<file path="src/rtl/count_seq_monitor.sv">
// rtl/count_seq_monitor.sv - checks that a mod-4 count steps 0,1,2,3,0 and counts legal wraps
module count_seq_monitor #(
    parameter int WRAP_W = 8
) (
    input  logic              clk,
    input  logic              rst,
    input  logic [1:0]        count4,
    input  logic              clr,
    output logic              locked,
    output logic              wrap_pulse,
    output logic [WRAP_W-1:0] wrap_count,
    output logic              seq_err,
    output logic [1:0]        err_val,
    output logic [1:0]        exp_val
);

    typedef enum logic [1:0] {
        IDLE  = 2'd0,
        TRACK = 2'd1,
        ERROR = 2'd2
    } state_t;

    state_t            state_q, state_d;
    logic [1:0]        prev_q, prev_d;
    logic              locked_q, locked_d;
    logic              wrap_pulse_q, wrap_pulse_d;
    logic [WRAP_W-1:0] wrap_count_q, wrap_count_d;
    logic              seq_err_q, seq_err_d;
    logic [1:0]        err_val_q, err_val_d;
    logic [1:0]        prev_inc;

    // The 2-bit add wraps 3 to 0 on its own, so one compare covers both steps and wraps.
    assign prev_inc = prev_q + 2'd1;

    always_comb begin
        state_d      = state_q;
        prev_d       = prev_q;
        wrap_pulse_d = 1'b0;
        wrap_count_d = wrap_count_q;
        seq_err_d    = seq_err_q;
        err_val_d    = err_val_q;

        if (clr) begin
            state_d      = IDLE;
            prev_d       = 2'd0;
            wrap_count_d = '0;
            seq_err_d    = 1'b0;
            err_val_d    = 2'd0;
        end else begin
            unique case (state_q)
                IDLE: begin
                    if (count4 == 2'd0) begin
                        state_d = TRACK;
                        prev_d  = 2'd0;
                    end
                end
                TRACK: begin
                    if (count4 == prev_q) begin
                        state_d = TRACK;
                    end else if (count4 == prev_inc) begin
                        prev_d = count4;
                        if (prev_q == 2'd3) begin
                            wrap_pulse_d = 1'b1;
                            if (wrap_count_q != {WRAP_W{1'b1}})
                                wrap_count_d = wrap_count_q + WRAP_W'(1);
                        end
                    end else begin
                        state_d   = ERROR;
                        seq_err_d = 1'b1;
                        err_val_d = count4;
                    end
                end
                ERROR: begin
                    state_d = ERROR;
                end
                default: begin
                    state_d = IDLE;
                    prev_d  = 2'd0;
                end
            endcase
        end

        // locked is registered from the next state so it tracks state with no extra lag.
        locked_d = (state_d == TRACK);
    end

    always_ff @(posedge clk or posedge rst) begin
        if (rst) begin
            state_q      <= IDLE;
            prev_q       <= 2'd0;
            locked_q     <= 1'b0;
            wrap_pulse_q <= 1'b0;
            wrap_count_q <= '0;
            seq_err_q    <= 1'b0;
            err_val_q    <= 2'd0;
        end else begin
            state_q      <= state_d;
            prev_q       <= prev_d;
            locked_q     <= locked_d;
            wrap_pulse_q <= wrap_pulse_d;
            wrap_count_q <= wrap_count_d;
            seq_err_q    <= seq_err_d;
            err_val_q    <= err_val_d;
        end
    end

    assign locked     = locked_q;
    assign wrap_pulse = wrap_pulse_q;
    assign wrap_count = wrap_count_q;
    assign seq_err    = seq_err_q;
    assign err_val    = err_val_q;
    assign exp_val    = prev_q;

endmodule
</file>
<file path="config.mk">
export PLATFORM = sky130hd
export DESIGN_NAME = count_seq_monitor
export DESIGN_NICKNAME = d
export VERILOG_FILES = /design/src/rtl/count_seq_monitor.sv
export SDC_FILE = /design/constraint.sdc
export NUM_CORES = 1
export LEC_CHECK = 0
export BUFFER_PORTS_ARGS = -buffer_cell sky130_fd_sc_hd__buf_2
export CELL_PAD_IN_SITES_DETAIL_PLACEMENT = 0
export CELL_PAD_IN_SITES_GLOBAL_PLACEMENT = 2
export CORE_MARGIN = 1
export CORE_UTILIZATION = 30
export CTS_CLUSTER_DIAMETER = 200
export DETAILED_ROUTE_END_ITERATION = 10
export PLACE_DENSITY = 0.8
export SKIP_CTS_REPAIR_TIMING = 1
export SKIP_LAST_GASP = 1
export SLEW_MARGIN = 15
export SYNTH_ARGS = -nofsm -noshare
export SYNTH_HDL_FRONTEND = slang
export SYNTH_SLANG_ARGS = --single-unit
</file>
<file path="constraint.sdc">
create_clock -name clk -period 2 [get_ports clk]
set_clock_uncertainty 0.05 [all_clocks]
set_input_delay 0.6 -clock clk [delete_from_list [all_inputs] [get_ports clk]]
set_output_delay 0.6 -clock clk [all_outputs]
set_load 0.05 [all_outputs]
</file>
==> results.toml <==
[cells_and_area]
areaGrowthSynthToFinish_pct = 25.4
diodes = 0
nFillCells = 348
final_cell_mix = "buf_2, dfrtp_1, buf_4, a21oi_1"
stdcell_area_um2 = 1320
layout-drive-gt1-share_pct = 31.9
nNetsFinal = 146
stdcell_count = 184
mostFrequentLayoutCell = "buf_2"

[timing]
report.final.setup_viol = 0
slew_viol_final = 0
worst_pin_slew_ns = 0.561
fin_setup_tns_ns = 0
hold_ws_ns = 0.245
period_needed_ns = 1.95
finalHoldViolations = 0
slew_headroom_pct = 62.5
min_period_over_period_pct = 97.7
max_freq_mhz = 512

[detailed_routing]
firstDrtPassIters = 4
drc_errors = 0
wl_per_cell_um = 13.3
vias = 990
ant_nets = 0
wl_mm = 2.45
viasPerCell = 5.38
drtIter0Drc = 32

[clock_network]
h-tree-depth = 1
clk_path_buf_depth = 2
cts_sinks = 17
insertion_delay_ns = 0.29
clk_pin_slew_ns = 0.10
cts_tree = "yes"
clockRootBuffer = "clkbuf_4"
cts_inserted_buffers = 3

[hold_path]
hp-class = "input port to asynchronous set/reset pin"

[die]
io_pins = 20
dieArea_um2 = 3750
die_height_um = 61.2
core_um2 = 3340
rows = 21
die_x_um = 61.2
start_util_pct = 31.5

[yosys]
synth.largest_area_cell = "dfrtp_1"
ys_types = 43
synth-main-ff-cell = "dfrtp_1"
syn_inst = 111
synth-edff-count = 0
syn-num-nets = 118
yosys.area.top_type_share_pct = 40.4
syn_avg_cell_area_um2 = 9.48
synth-seq-area-share_pct = 40.4
async_reset_ff_share_pct = 100
ys_ff_latch = 17
synth_area_leaders = "dfrtp_1, a21oi_1, nand2b_1, nand3_1, o31ai_1"
synthesis.area_um2 = 1050
yosys_warnings = 0

[global_route]
grt_pass1_vias = 875
grt_overflow_total = 0
grt_pass1_wl_mm = 4.02
grt_max_degree = 21
antenna_found_initial = 0
grt_usage_pct = 14.7

[setup_path]
cp_data_required_time_ns = 2.12
worstRegToRegCells = 6
r2r-start = "exp_val[0]$_DFFE_PP0P_"
crit_type = "flop to flop"
start_kind = "flop"
ff2ff_setup_slack_ns = 0.05
critPathCaptureType = "flop"
reg2reg_to = "wrap_count[4]$_DFFE_PP0P_"
path_max_fanout = 8
worstPathArrival_ns = 2.07

[placement]
place_inst = 176
io_buffer_count = 19
hpwlAfterDp_mm = 1.71
dpl_cell_area_um2 = 1250
gp_congestion = 0.722

[power_and_ir_drop]
p_per_area_nw_per_um2 = 487
leakage_nw = 0.559
ir_worst_vdd_uv = 424
p_total_mw = 0.643

[outcome]
status = "finished, final reports clean"

[flow_run]
drv_cap = 0
-- synthesized netlist by cell type (2+ instances only) --
| master | number |
|---|---|
| xor2_1 | 3 |
| nand4_1 | 3 |
| o41ai_1 | 3 |
| a211oi_1 | 3 |
| nor2_1 | 3 |
| nand3_1 | 6 |
| dfrtp_1 | 17 |
| inv_1 | 6 |
| a21oi_1 | 8 |
| a31oi_1 | 3 |
| o21ai_0 | 4 |
| nand2b_1 | 6 |
| or4_1 | 2 |
| nand2_1 | 2 |
| nor4_1 | 2 |
| ha_1 | 2 |
| o31ai_1 | 4 |
| clkbuf_1 | 4 |
| o311ai_0 | 2 |
| a211o_1 | 3 |
| nor2b_1 | 2 |
| or3_1 | 2 |
-- worst max path at each step --
stage,from,to,slack (ns),cells after the start
floorplan,exp_val[1]$_DFFE_PP0P_,wrap_count[1]$_DFFE_PP0P_,-0.03,6
detailed placement,count4[1],wrap_count[4]$_DFFE_PP0P_,0.003,5
global route,exp_val[0]$_DFFE_PP0P_,wrap_count[4]$_DFFE_PP0P_,-0.007,6
CTS,exp_val[1]$_DFFE_PP0P_,wrap_count[4]$_DFFE_PP0P_,0.04,5
global placement,count4[1],exp_val[1]$_DFFE_PP0P_,0.008,5
finish,exp_val[0]$_DFFE_PP0P_,wrap_count[4]$_DFFE_PP0P_,0.05,6
-- cells by family (layout without fill, tap and decap cells) --
group           count (synthesis)  count (layout)  synth area share [%]
flops                          17              17                  40.4
fa+ha+maj                       2               2                  2.38
buf+inv                        14              41                  6.30
xor+xnor                        4               4                  4.04
compound gates                 35              35                  23.0
mux                             2               2                  2.02
simple gates                   37              37                  21.9
-- where the power goes --
part	total [mW]	leakage, nW	internal, mW	switching [mW]
clock	0.190	0.0150	0.0776	0.112
combinational	0.0986	0.312	0.0354	0.0632
sequential	0.354	0.232	0.349	0.00485
total	0.643	0.559	0.462	0.180
-- per-layer routing --
| layer | vias to the layer above | part of all wire [%] | global-route usage (%) |
|---|---|---|---|
| met5 | - | 0 | 0 |
| met4 | 0 | 0.49 | 1.95 |
| met3 | 2 | 3.7 | 4.41 |
| met2 | 17 | 47 | 23.8 |
| met1 | 493 | 49 | 19.8 |
| li1 | 478 | - | - |
-- through the flow --
step / worst slack (ns) / utilization, %
after global placement: 0.00839 / 37.5
after detailed placement: 0.00322 / 37.5
after CTS: 0.0426 / 38.2
after floorplan: -0.0334 / -
after global routing: -0.00668 / 39.6
final: 0.0455 / 39.6
-- flip-flops by register name, summed over array words and instances (netlist names) --
register and flops:
wrap_pulse 1, exp_val 2, wrap_count 8, locked 1, seq_err 1, err_val 2, state_q 2
-- worst max-delay path, cell delays in order, from the launching register on --
cell,delay [ns]
dfrtp_2,0.44
ha_4,0.26
xor2_2,0.16
or3_4,0.43
buf_4,0.18
o31ai_2,0.23
a21oi_1,0.09
-- layout make-up --
type                    count  area, µm²  area share, %
clock buffers               4       26.3           1.99
inverters                   6       22.5           1.71
multi-input cells          80        601           45.5
flip-flops and latches     17        428           32.4
well taps                  46       57.6           4.36
repair buffers             31        185           14.0
No activity file was read; power rests on OpenSTA's default activity.
